**src/rtl/load_store_unit.sv**
```systemverilog
// Load/store unit: turns byte-addressed loads/stores into word-wide memory
// accesses, with read-modify-write for sub-word stores and local load extension.
module load_store_unit #(
  parameter int INDEX_W = 6
) (
  input  logic        clk,
  input  logic        reset,
  input  logic        req_valid,
  output logic        req_ready,
  input  logic        req_write,
  input  logic [2:0]  req_funct,
  input  logic [31:0] req_addr,
  input  logic [31:0] req_wdata,
  output logic        resp_valid,
  output logic        resp_error,
  output logic [31:0] resp_rdata,
  output logic [31:0] mem_addr,
  output logic [31:0] mem_write_data,
  output logic        mem_read,
  output logic        mem_write,
  output logic [2:0]  mem_size,
  input  logic [31:0] mem_read_data
);

  typedef enum logic [2:0] {IDLE, RD, CAP, WR, RESP} state_t;

  state_t             state;
  logic               write_q;
  logic [2:0]         funct_q;
  logic [1:0]         lane_q;
  logic [INDEX_W-1:0] index_q;
  logic [31:0]        wdata_q;

  logic        req_legal;
  logic [7:0]  byte_sel;
  logic [15:0] half_sel;
  logic [31:0] load_val;
  logic [31:0] merge_val;

  // Address bits above the word index are intentionally dropped so the index wraps.
  logic unused_addr_bits;
  assign unused_addr_bits = ^req_addr[31:INDEX_W+2];

  always_comb begin
    req_legal = 1'b0;
    case (req_funct)
      3'b001, 3'b101: req_legal = 1'b1;
      3'b010, 3'b110: req_legal = ~req_addr[0];
      3'b011:         req_legal = (req_addr[1:0] == 2'b00);
      default:        req_legal = 1'b0;
    endcase
    if (req_write && req_funct[2])
      req_legal = 1'b0;
  end

  always_comb begin
    byte_sel = mem_read_data[{lane_q, 3'b000} +: 8];
    half_sel = lane_q[1] ? mem_read_data[31:16] : mem_read_data[15:0];
    case (funct_q[1:0])
      2'b01:   load_val = {{24{byte_sel[7] & ~funct_q[2]}}, byte_sel};
      2'b10:   load_val = {{16{half_sel[15] & ~funct_q[2]}}, half_sel};
      default: load_val = mem_read_data;
    endcase
    // Only the addressed lane is replaced; every other byte of the word survives.
    merge_val = mem_read_data;
    if (funct_q[1:0] == 2'b01)
      merge_val[{lane_q, 3'b000} +: 8] = wdata_q[7:0];
    else if (lane_q[1])
      merge_val[31:16] = wdata_q[15:0];
    else
      merge_val[15:0] = wdata_q[15:0];
  end

  always_ff @(posedge clk or posedge reset) begin
    if (reset) begin
      state          <= IDLE;
      write_q        <= 1'b0;
      funct_q        <= 3'b000;
      lane_q         <= 2'b00;
      index_q        <= '0;
      wdata_q        <= 32'h0;
      resp_error     <= 1'b0;
      resp_rdata     <= 32'h0;
      mem_write_data <= 32'h0;
    end else begin
      case (state)
        IDLE: if (req_valid) begin
          write_q    <= req_write;
          funct_q    <= req_funct;
          lane_q     <= req_addr[1:0];
          index_q    <= req_addr[INDEX_W+1:2];
          wdata_q    <= req_wdata;
          resp_rdata <= 32'h0;
          resp_error <= ~req_legal;
          if (req_write)
            mem_write_data <= req_wdata;
          if (!req_legal)
            state <= RESP;
          else if (req_write && req_funct == 3'b011)
            state <= WR;
          else
            state <= RD;
        end
        RD:  state <= CAP;
        CAP: begin
          if (write_q) begin
            mem_write_data <= merge_val;
            state          <= WR;
          end else begin
            resp_rdata <= load_val;
            state      <= RESP;
          end
        end
        WR:      state <= RESP;
        RESP:    state <= IDLE;
        default: state <= IDLE;
      endcase
    end
  end

  // Strobes come straight from the state register so reset kills them at once.
  assign req_ready  = (state == IDLE);
  assign mem_read   = (state == RD);
  assign mem_write  = (state == WR);
  assign resp_valid = (state == RESP);
  assign mem_addr   = {{(32-INDEX_W){1'b0}}, index_q};
  assign mem_size   = 3'b011;

endmodule
```
**config.mk**
```make
export PLATFORM = sky130hd
export DESIGN_NAME = load_store_unit
export DESIGN_NICKNAME = d
export VERILOG_FILES = /design/src/rtl/load_store_unit.sv
export SDC_FILE = /design/constraint.sdc
export NUM_CORES = 1
export LEC_CHECK = 0
export CAP_MARGIN = 20
export CELL_PAD_IN_SITES_DETAIL_PLACEMENT = 1
export CELL_PAD_IN_SITES_GLOBAL_PLACEMENT = 1
export CORE_AREA = 2 2 199 103
export DETAILED_ROUTE_END_ITERATION = 8
export DIE_AREA = 0 0 201 105
export PLACE_DENSITY_LB_ADDON = 0.1
export SLEW_MARGIN = 20
export SYNTH_ARGS = -nofsm -noshare
export SYNTH_HDL_FRONTEND = slang
export SYNTH_SLANG_ARGS = --single-unit
```
**constraint.sdc**
```tcl
create_clock -name clk -period 3.05 [get_ports clk]
set_input_delay 0.7625 -clock clk [delete_from_list [all_inputs] [get_ports clk]]
set_output_delay 0.7625 -clock clk [all_outputs]
set_load 0.005 [all_outputs]
```
## Word-level counts from Yosys, hierarchy flattened

Cells that the tools add are included.

- Memory bits (writable): 0
- Memory bits (read-only): 0
- Latch bits: 0
- Register bits after elaboration: 96
- Memories kept: 0
- Logic and storage cells: 63
- Input bits: 103
- Output and inout port bits: 104

- Shift-type cells: 3
- Multipliers: 0
- Reduce and logical (&&, ||, !) cells: 10
- Bitwise operators: 5
- Equal/unequal tests: 15
- Div/mod/pow operators: 0
- Mux-type cells: 20
- $add $sub $neg: 1
- Order comparisons: 0

Operators by type and width:

| operator | number |
|---|---|
| $mux 32 | 6 |
| $pmux 32 s2 | 3 |
| $mux 16 | 3 |
| $bwmux 32 | 1 |
| $shift 8x7->32 const A | 1 |
| $shiftx 32x6->8 | 1 |
| $shiftx 8x7->32 | 1 |
| $eq 3x2->1 const B | 4 |
| $pmux 3 s4 | 1 |
| $eq 3x3->1 const B | 3 |
| $mux 3 | 3 |
| $neg 5->7 | 1 |
| $eq 3x1->1 const B | 2 |
| $ne 2x2->1 const B | 3 |
| $reduce_and 4->1 | 1 |
| $reduce_or 2->1 | 2 |
| $logic_not 3->1 | 1 |
| $not 1->1 | 3 |
| $pmux 1 s3 | 1 |
| $reduce_and 3->1 | 1 |
| $and 1x1->1 | 2 |
| $eq 2x1->1 const B | 1 |
| $eq 2x2->1 const B | 1 |
| $logic_and 1x1->1 | 2 |
| other kinds (6) | 6 |

## Depth between registers and ports, before layout

Gate-level depths: netlist (run 1).

- Depth after elaboration: 7
- Depth in mapped cells: 10
- Mapped depth without buffers: 6

## Worst setup path before layout (run 1)

OpenSTA, ideal clock, no wires.

- Path kind: reg2reg
- Start point: register lane_q[1]
- End point: register mem_write_data[10]
- Path slack: 1.070 ns
- Buffers on the path: 3
- Stages on the path, launching flop included: 10
- Required time: 2.973 ns
- Library setup time: 0.077 ns
- Period minus slack after synthesis: 1.980 ns
- Arrival time: 1.902 ns
- Path through: dfrtp_1 > buf_2 > buf_2 > inv_1 > ha_1 > buf_1 > nand4b_1 > o221ai_1 > a22oi_1 > a21oi_1

- Cells in the longest elaborated chain, start to end: 6
- Elaborated cells between the ends (all ways): 8
- Those cells by class: 1 x add/sub; 2 x shift; 5 x mux

RTL lines:

| what | line | RTL |
|---|---|---|
| start, declared | 30 | `logic [1:0] lane_q;` |
| start signal, assigned | 90 | `lane_q <= req_addr[1:0];` |
| $neg 5->7 | 67 | `merge_val[{lane_q, 3'b000} +: 8] = wdata_q[7:0];` |
| $shiftx 8x7->32 or $shift 8x7->32 (tied branches) | 67 |  |
| $bwmux 32 | 67 |  |
| $mux 32 * | 66 | `if (funct_q[1:0] == 2'b01)` |
| $mux 32 * | 106 | `if (write_q) begin` |
| $pmux 32 s2 * | 86 | `case (state)` |
| end signal, assigned | 96 | `mem_write_data <= req_wdata;` |
| end signal, assigned | 107 | `mem_write_data <= merge_val;` |
| end, declared | 18 | `output logic [31:0] mem_write_data,` |

Mark *: on every way between the ends. The rest lies on a longest branch, timed or not. The select of a mux whose other input is x is not followed.
A chain may end at the register's enable or synchronous reset.

## Final worst setup path (run 1)

- Start point: register state[0]
- End point: output mem_read

- Cells in the longest elaborated chain, start to end: 1

RTL lines:

| what | line | RTL |
|---|---|---|
| start, declared | 27 | `state_t state;` |
| start signal, assigned | 76 | `state <= IDLE;` |
| start signal, assigned | 98 | `state <= RESP;` |
| start signal, assigned | 100 | `state <= WR;` |
| $eq 3x1->1 | 123 | `assign mem_read = (state == RD);` |
| end, declared | 19 | `output logic mem_read,` |

No other way between the ends.

==> results of run 1 <==
[how the worst max path moves through the flow]
stage / from / end / slack (ps) / depth (start not counted)
6_report: state[0] / mem_read / 480 / 2
5_1_grt: funct_q[1] / resp_rdata[17] / 350 / 6
4_1_cts: state[0] / mem_read / 460 / 2
3_5_place_dp: mem_read_data[7] / resp_rdata[10] / 450 / 5
3_3_place_gp: mem_read_data[7] / resp_rdata[10] / 460 / 5
2_1_floorplan: lane_q[1] / mem_write_data[10] / 1070 / 9
[per-stage QoR]
| step | setup slack [ps] | instance area [µm²] |
|---|---|---|
| after global routing | 353 | 7750 |
| after CTS | 463 | 7750 |
| final | 476 | 7750 |
| after detailed placement | 449 | 7420 |
| after floorplan | 1070 | 5860 |
| after global placement | 459 | 7420 |
[critical path, stage by stage, from the launching register on]
cell             delay, ps
dfrtp_1                640
nor3b_1                280
clkdlybuf4s50_1        540
[placed cells by master (no fill, tap or decap), drive strengths merged, types with 2 or more instances in the layout]
cell type / netlist / layout
o21ai: 29 / 29
a211oi: 2 / 2
nand4bb: 3 / 3
o221ai: 31 / 31
a221o: 7 / 7
bufinv: 0 / 3
conb: 2 / 29
a21o: 9 / 9
nand3b: 2 / 2
nor3b: 2 / 2
nand2: 95 / 95
buf: 57 / 14
a221oi: 2 / 2
nand2b: 3 / 3
nor3: 2 / 2
clkdlybuf4s50: 0 / 153
ha: 7 / 7
nor2: 36 / 36
clkbuf: 24 / 11
dfrtp: 96 / 96
and2: 3 / 3
a22oi: 47 / 47
mux2i: 31 / 31
nor4b: 3 / 3
o211ai: 7 / 7
a21oi: 78 / 78
mux2: 9 / 9
inv: 48 / 47
[power groups by stage]
stage	Sequential [mW]	Clock, mW	Combinational (mW)
2_1_floorplan	2.22	0	2.27
3_3_place_gp	2.34	0	3.87
3_5_place_dp	2.37	0	3.93
4_1_cts	2.35	1.35	3.96
5_1_grt	2.43	1.39	4.35
6_report	2.35	1.31	3.94
[sequential cells by signal (all words and copies together), names as in the netlist]
register	count
funct_q	3
mem_write_data	32
resp_rdata	32
lane_q	2
state	3
write_q	1
resp_error	1
wdata_q	16
index_q	6
[metal layers]
metal  wire length (µm)  track usage  vias to the layer above
li1                   -            -                     2481
met1              11500        0.329                     2659
met2               9050        0.298                      161
met3               1240       0.0462                       13
met4                220       0.0413                        0
met5                  0            0                        -
[cells in the mapped netlist (2+ instances only)]
cell type	count
a21o_1	9
a21oi_1	78
a221o_1	7
a221oi_1	2
a22oi_1	47
and2_1	2
buf_1	6
buf_2	18
buf_4	32
clkbuf_1	24
conb_1	2
dfrtp_1	96
ha_1	7
inv_1	48
mux2_2	9
mux2i_1	31
nand2_1	94
nand2b_1	3
nand4bb_1	3
nor2_1	36
nor3b_1	2
nor4b_4	2
o211ai_1	7
o21ai_0	27
o21ai_1	2
o221ai_1	31
[area by class of cell]
cell class                 count  area share
inverter                      48      0.0237
sequential                    96       0.310
timing repair buffer         167       0.216
clock inverter                 4      0.0123
multi-input combinational    449       0.365
tap                          266      0.0430
clock buffer                  11      0.0300
[kinds of logic after synthesis]
kind of cell	share of synthesized area
muxes	0.0754
AOI/OAI and AO/OA	0.254
buffers and inverters	0.110
adders and majority gates	0.0152
DFF	0.417
and+or+nand+nor	0.127
other	0.00130
==> results by group, run 1 <==
Run status
  • Status: complete, no violations

Route
  • Initial DRT Pass Iterations: 5
  • Number of remaining DRC errors: 0
  • Drt total wl: about 22 mm
  • Via Count: 5314
  • DR vias/cell: a little over 5
  • Count of antenna-violating nets left after detailed routing: 0
  • 1st-iter DRT viols: 317
  • Avg WL per Cell: between 20 and 25 µm

Power
  • PwrDens: 981 nW/µm²
  • Switching pwr: 3.11 mW
  • Switch share: 0.410
  • Cell internal pwr: between 4 and 5 mW
  • Peak supply drop: 0.000554 V
  • Pleak: 3.38 nW
  • Part of the power in the clock network: 0.172
  • Logic gate share of total power: 0.519
  • Total power: between 7 and 8 mW
  • Register share of total power: 0.309

Synth
  • Number of synthesized flops with an enable pin: 0
  • Gate Count Post-Synth: approximately 650
  • FF+latch count, synth: 96
  • Synth top area share: 0.417
  • Synth Cell Area: 5760 µm²
  • Syn Area/Cell: 8.90 µm²
  • Register area share after synthesis: 0.417
  • Synth Flop Type: dfrtp_1
  • Warnings from Yosys: 0
  • Netlist cell types: 48
  • Dominant cells by area after synthesis: dfrtp_1, a21oi_1, a22oi_1
  • Post-synth top area cell: dfrtp_1
  • FFs w/ async S/R, synth: 1.00

Critical path
  • R2r setup slk: 570 ps
  • Reg-to-reg endpoint: resp_rdata[22]
  • Reg-to-reg startpoint: funct_q[1]
  • CP max FO: 10
  • Setup Crit Path Kind: reg -> out
  • Worst R2R Path Depth: 6
  • CP Launch Type: register
  • Worst EP arrival: approximately 1800 ps
  • Critical Path End Type: output pin
  • Worst EP required: ~2300 ps

Timing
  • Fmax: between 300 and 400 MHz
  • WHS: ~480 ps
  • Final number of max-transition violations: 0
  • Slew headroom: 0.498
  • RSZ-0062 raised after global routing: no
  • Final hold violations: 0
  • Final setup fails: 0
  • Measured slew at the worst slew-check pin: around 750 ps
  • Clock skew: roughly 6.5 ps
  • Minimum clock period: roughly 2600 ps
  • Sum Neg Setup Slack: 0 ps
  • Fin crit share: 0.844

Hold path
  • HP Class: reg -> reg
  • HP Start: index_q[2]
  • Worst Hold End: index_q[2]
  • Hold Path Depth: 2

Floorplanning
  • Row Count: 36
  • Die footprint: roughly 21000 µm²
  • Die Span Y: ~110 µm
  • Core Area: just under 20000 µm²
  • Starting Density: 0.299
  • Die Wd: 201 µm
  • I/O pin count: just over 200

Final layout
  • Ant diodes: 0
  • FILL cells: 2225
  • Area growth syn-to-layout: 34.6%
  • Nets@finish: ~880
  • Area occupied by multi-input gates: 2820 µm²
  • Share of cells above drive strength 1: 0.0658
  • Storage cell area: around 2400 µm²
  • Finished Layout Cells: 1041
  • Final core utilization: 0.403

Clocking
  • CTS Sinks: 96
  • Reg clk slew, reported paths: around 70 ps
  • CTS hold repair buffers: 0
  • Post-CTS sizing: 0
  • Post-CTS setup buffers: 0
  • Worst-Skew Late Latency: approximately 360 ps
  • TritonCTS clock tree: yes
  • CTS buffer count: 9
  • Clock Tree Buf Depth: 2
  • Root buffer cell: clkbuf_16
  • H-tree Lvls: 3

GRT
  • Largest net degree at the start of global routing: 65
  • Vias in the first global route: ~5.4k
  • Total grt overflow: 0
  • Gr usage total: 0.213
  • First-pass GRT wire length: 33.9 mm
  • Initial antenna violation count: 0

Placed design
  • Placed insts: about 1k
  • Placed wire-length estimate: around 16 mm
  • IO buf count: 153
  • Gpl congestion: 0.817

Job
  • Max-cap violation count: 0
No activity file was read; power rests on OpenSTA's default activity.
==> inputs of run 2 (changes only) <==
--- a/config.mk
+++ b/config.mk
@@ -8,9 +8,9 @@
 export CAP_MARGIN = 20
 export CELL_PAD_IN_SITES_DETAIL_PLACEMENT = 1
 export CELL_PAD_IN_SITES_GLOBAL_PLACEMENT = 1
-export CORE_AREA = 2 2 199 103
+export CORE_AREA = 2 2 190 99
 export DETAILED_ROUTE_END_ITERATION = 8
-export DIE_AREA = 0 0 201 105
+export DIE_AREA = 0 0 192 101
 export PLACE_DENSITY_LB_ADDON = 0.1
 export SLEW_MARGIN = 20
 export SYNTH_ARGS = -nofsm -noshare
==> constraint.sdc (replaced) <==
create_clock -name clk -period 2.7 [get_ports clk]
set_input_delay 0.675 -clock clk [delete_from_list [all_inputs] [get_ports clk]]
set_output_delay 0.675 -clock clk [all_outputs]
set_load 0.005 [all_outputs]
==> results by group, run 2 (same netlist as run 1, synthesis figures left out) <==
Critical path
  • Setup Crit Path Kind: reg -> out (unchanged)
  • Reg-to-reg startpoint: lane_q[0] (was funct_q[1])
  • Worst path bufs/invs: 1 (unchanged)
  • CP max FO: 10 (unchanged)
  • Worst EP required: 2030 ps (was 2290 ps)
  • Slowest cell delay on critical path: 660 ps (was 640 ps)
  • Slowest CP cell: dfrtp_1 (unchanged)
  • Worst R2R Path Depth: 6 (unchanged)
  • Worst setup path start: state[0] (unchanged)
  • Top delay family on crit path: flip-flops (unchanged)
  • R2r setup slk: 270 ps (was 570 ps)
  • Critical Path End Type: output pin (unchanged)
  • CP Launch Type: register (unchanged)
  • Worst EP arrival: 1810 ps (about the same)
  • Reg-to-reg endpoint: mem_write_data[31] (was resp_rdata[22])
  • Critical Path, Cell by Cell: nor3b_1 -> clkdlybuf4s50_1 (unchanged)

Timing
  • Clock skew: 10.5 ps (was 6.49 ps)
  • Final number of max-transition violations: 0 (unchanged)
  • RSZ-0062 raised after global routing: no (unchanged)
  • Final setup fails: 0 (unchanged)
  • Sum Neg Setup Slack: 0 ps (unchanged)
  • Fmax: approximately 400 MHz
  • Fin crit share: 0.921
  • Slack of the critical path: 214 ps (was 476 ps)
  • Minimum clock period: 2490 ps
  • Slew headroom: 0.513 (was 0.498)
  • Final hold violations: 0 (unchanged)
  • Measured slew at the worst slew-check pin: 728 ps (was 751 ps)

GRT
  • Gr usage total: 0.243 (was 0.213)
  • First-pass GRT wire length: 34.9 mm (was 33.9 mm)
  • Vias in the first global route: 5608 (was 5394)
  • Largest net degree at the start of global routing: 97 (was 65)
  • Total grt overflow: 0 (unchanged)
  • Initial antenna violation count: 0 (unchanged)

Hold path
  • Worst Hold End: index_q[2] (unchanged)
  • HP Class: reg -> reg (unchanged)
  • Hold Path Depth: 2 (unchanged)
  • HP Start: index_q[2] (unchanged)

Route
  • DR vias/cell: 5.33 (was 5.10)
  • Number of remaining DRC errors: 0 (unchanged)
  • 1st-iter DRT viols: 349 (was 317)
  • Initial DRT Pass Iterations: 5 (unchanged)
  • Via Count: 5462 (was 5314)
  • Avg WL per Cell: 22.4 µm (was 21.2 µm)
  • Drt total wl: 22.9 mm (was 22.1 mm)
  • Count of antenna-violating nets left after detailed routing: 0 (unchanged)

Final layout
  • Share of cells above drive strength 1: 0.0777 (was 0.0658)
  • Ant diodes: 0 (unchanged)
  • Nets@finish: 890 (was 881)
  • Regs by FF count: mem_write_data x32, resp_rdata x32, wdata_q x16 (unchanged)
  • Most common cell after layout, fill and taps aside: clkdlybuf4s50_1 (unchanged)
  • Area growth syn-to-layout: 34.7% (was 34.6%)
  • Most frequent cells in the layout: clkdlybuf4s50_1, dfrtp_1, nand2_1 (unchanged)

Job
  • Max-cap violation count: 0 (unchanged)

Floorplanning
  • Starting Density: 0.322 (was 0.299)
  • Row Count: 35 (was 36)
  • Die Span Y: 101 µm (was 105 µm)
  • Die footprint: 19400 µm² (was 21100 µm²)
  • Die Wd: 192 µm (was 201 µm)
  • I/O pin count: 207 (unchanged)
  • Core Area: 17900 µm² (was 19200 µm²)

Clocking
  • Post-CTS sizing: 0 (unchanged)
  • TritonCTS clock tree: yes (unchanged)
  • Reg clk slew, reported paths: 70 ps (about the same)
  • H-tree Lvls: 3 (unchanged)
  • Clock Tree Buf Depth: 2 (unchanged)
  • CTS hold repair buffers: 0 (unchanged)
  • CTS buffer count: 9 (unchanged)
  • Post-CTS setup buffers: 0 (unchanged)
  • Worst-Skew Late Latency: 360 ps (about the same)
  • CTS Sinks: 96 (unchanged)
  • Root buffer cell: clkbuf_16 (unchanged)

Placed design
  • Pre-CTS setup slack: 197 ps (was 449 ps)
  • IO buf count: 153 (unchanged)
  • Placed wire-length estimate: 17.0 mm (was 16.3 mm)
  • Gpl congestion: 0.845 (was 0.817)

Power
  • Pleak: 3.41 nW (was 3.38 nW)
  • PwrDens: 1110 nW/µm² (was 981 nW/µm²)
  • Peak supply drop: 0.000472 V (was 0.000554 V)

Run status
  • Status: complete, no violations (unchanged)
[run 2: metrics by stage]
stage | hold slack, ps | total power, mW | instances | instance area, µm² | util
6_report | 482 | 8.58 | 1025 | 7750 | 0.434
5_1_grt | 501 | 9.19 | 1025 | 7750 | 0.434
4_1_cts | 488 | 8.62 | 1025 | 7750 | 0.434
3_5_place_dp | 471 | 7.22 | 1009 | 7450 | 0.417
3_3_place_gp | 463 | 7.11 | 1009 | 7450 | 0.417
2_1_floorplan | 467 | 5.07 | 674 | 5860 | -
[run 2: metal layers]
metal | global-route usage | share of wire
met1 | 0.370 | 0.51
met2 | 0.337 | 0.40
met3 | 0.0675 | 0.084
met4 | 0.0505 | 0.011
met5 | 0 | 0
[run 2: how the worst max path moves through the flow]
| stage | end | slack (ps) | cells after the start |
|---|---|---|---|
| 4_1_cts | mem_read | 200 | 2 |
| 3_5_place_dp | resp_rdata[14] | 200 | 5 |
| 5_1_grt | mem_write_data[31] | 110 | 6 |
| 6_report | mem_read | 210 | 2 |
| 2_1_floorplan | mem_write_data[10] | 720 | 9 |
| 3_3_place_gp | resp_rdata[14] | 230 | 5 |
[run 2: area by class of cell]
| class | count | area, µm² |
|---|---|---|
| clock buffers | 13 | 260 |
| multi-input cells | 449 | 2820 |
| fillers | 2101 | 10100 |
| flip-flops and latches | 96 | 2400 |
| well taps | 240 | 300 |
| inverters | 48 | 184 |
| clock inverters | 3 | 40.0 |
| repair buffers | 176 | 1740 |
[run 2: where the power goes]
part	switching, mW	internal, mW	total (mW)
Sequential	0.580	2.09	2.67
Combinational	2.43	2.12	4.55
Clock	0.582	0.768	1.35
Total	3.60	4.98	8.58
[run 2: worst min-delay path, stage by stage (launching register included)]
cell and delay [ps]:
dfrtp_1 350, nand2_1 50, nand2_1 60
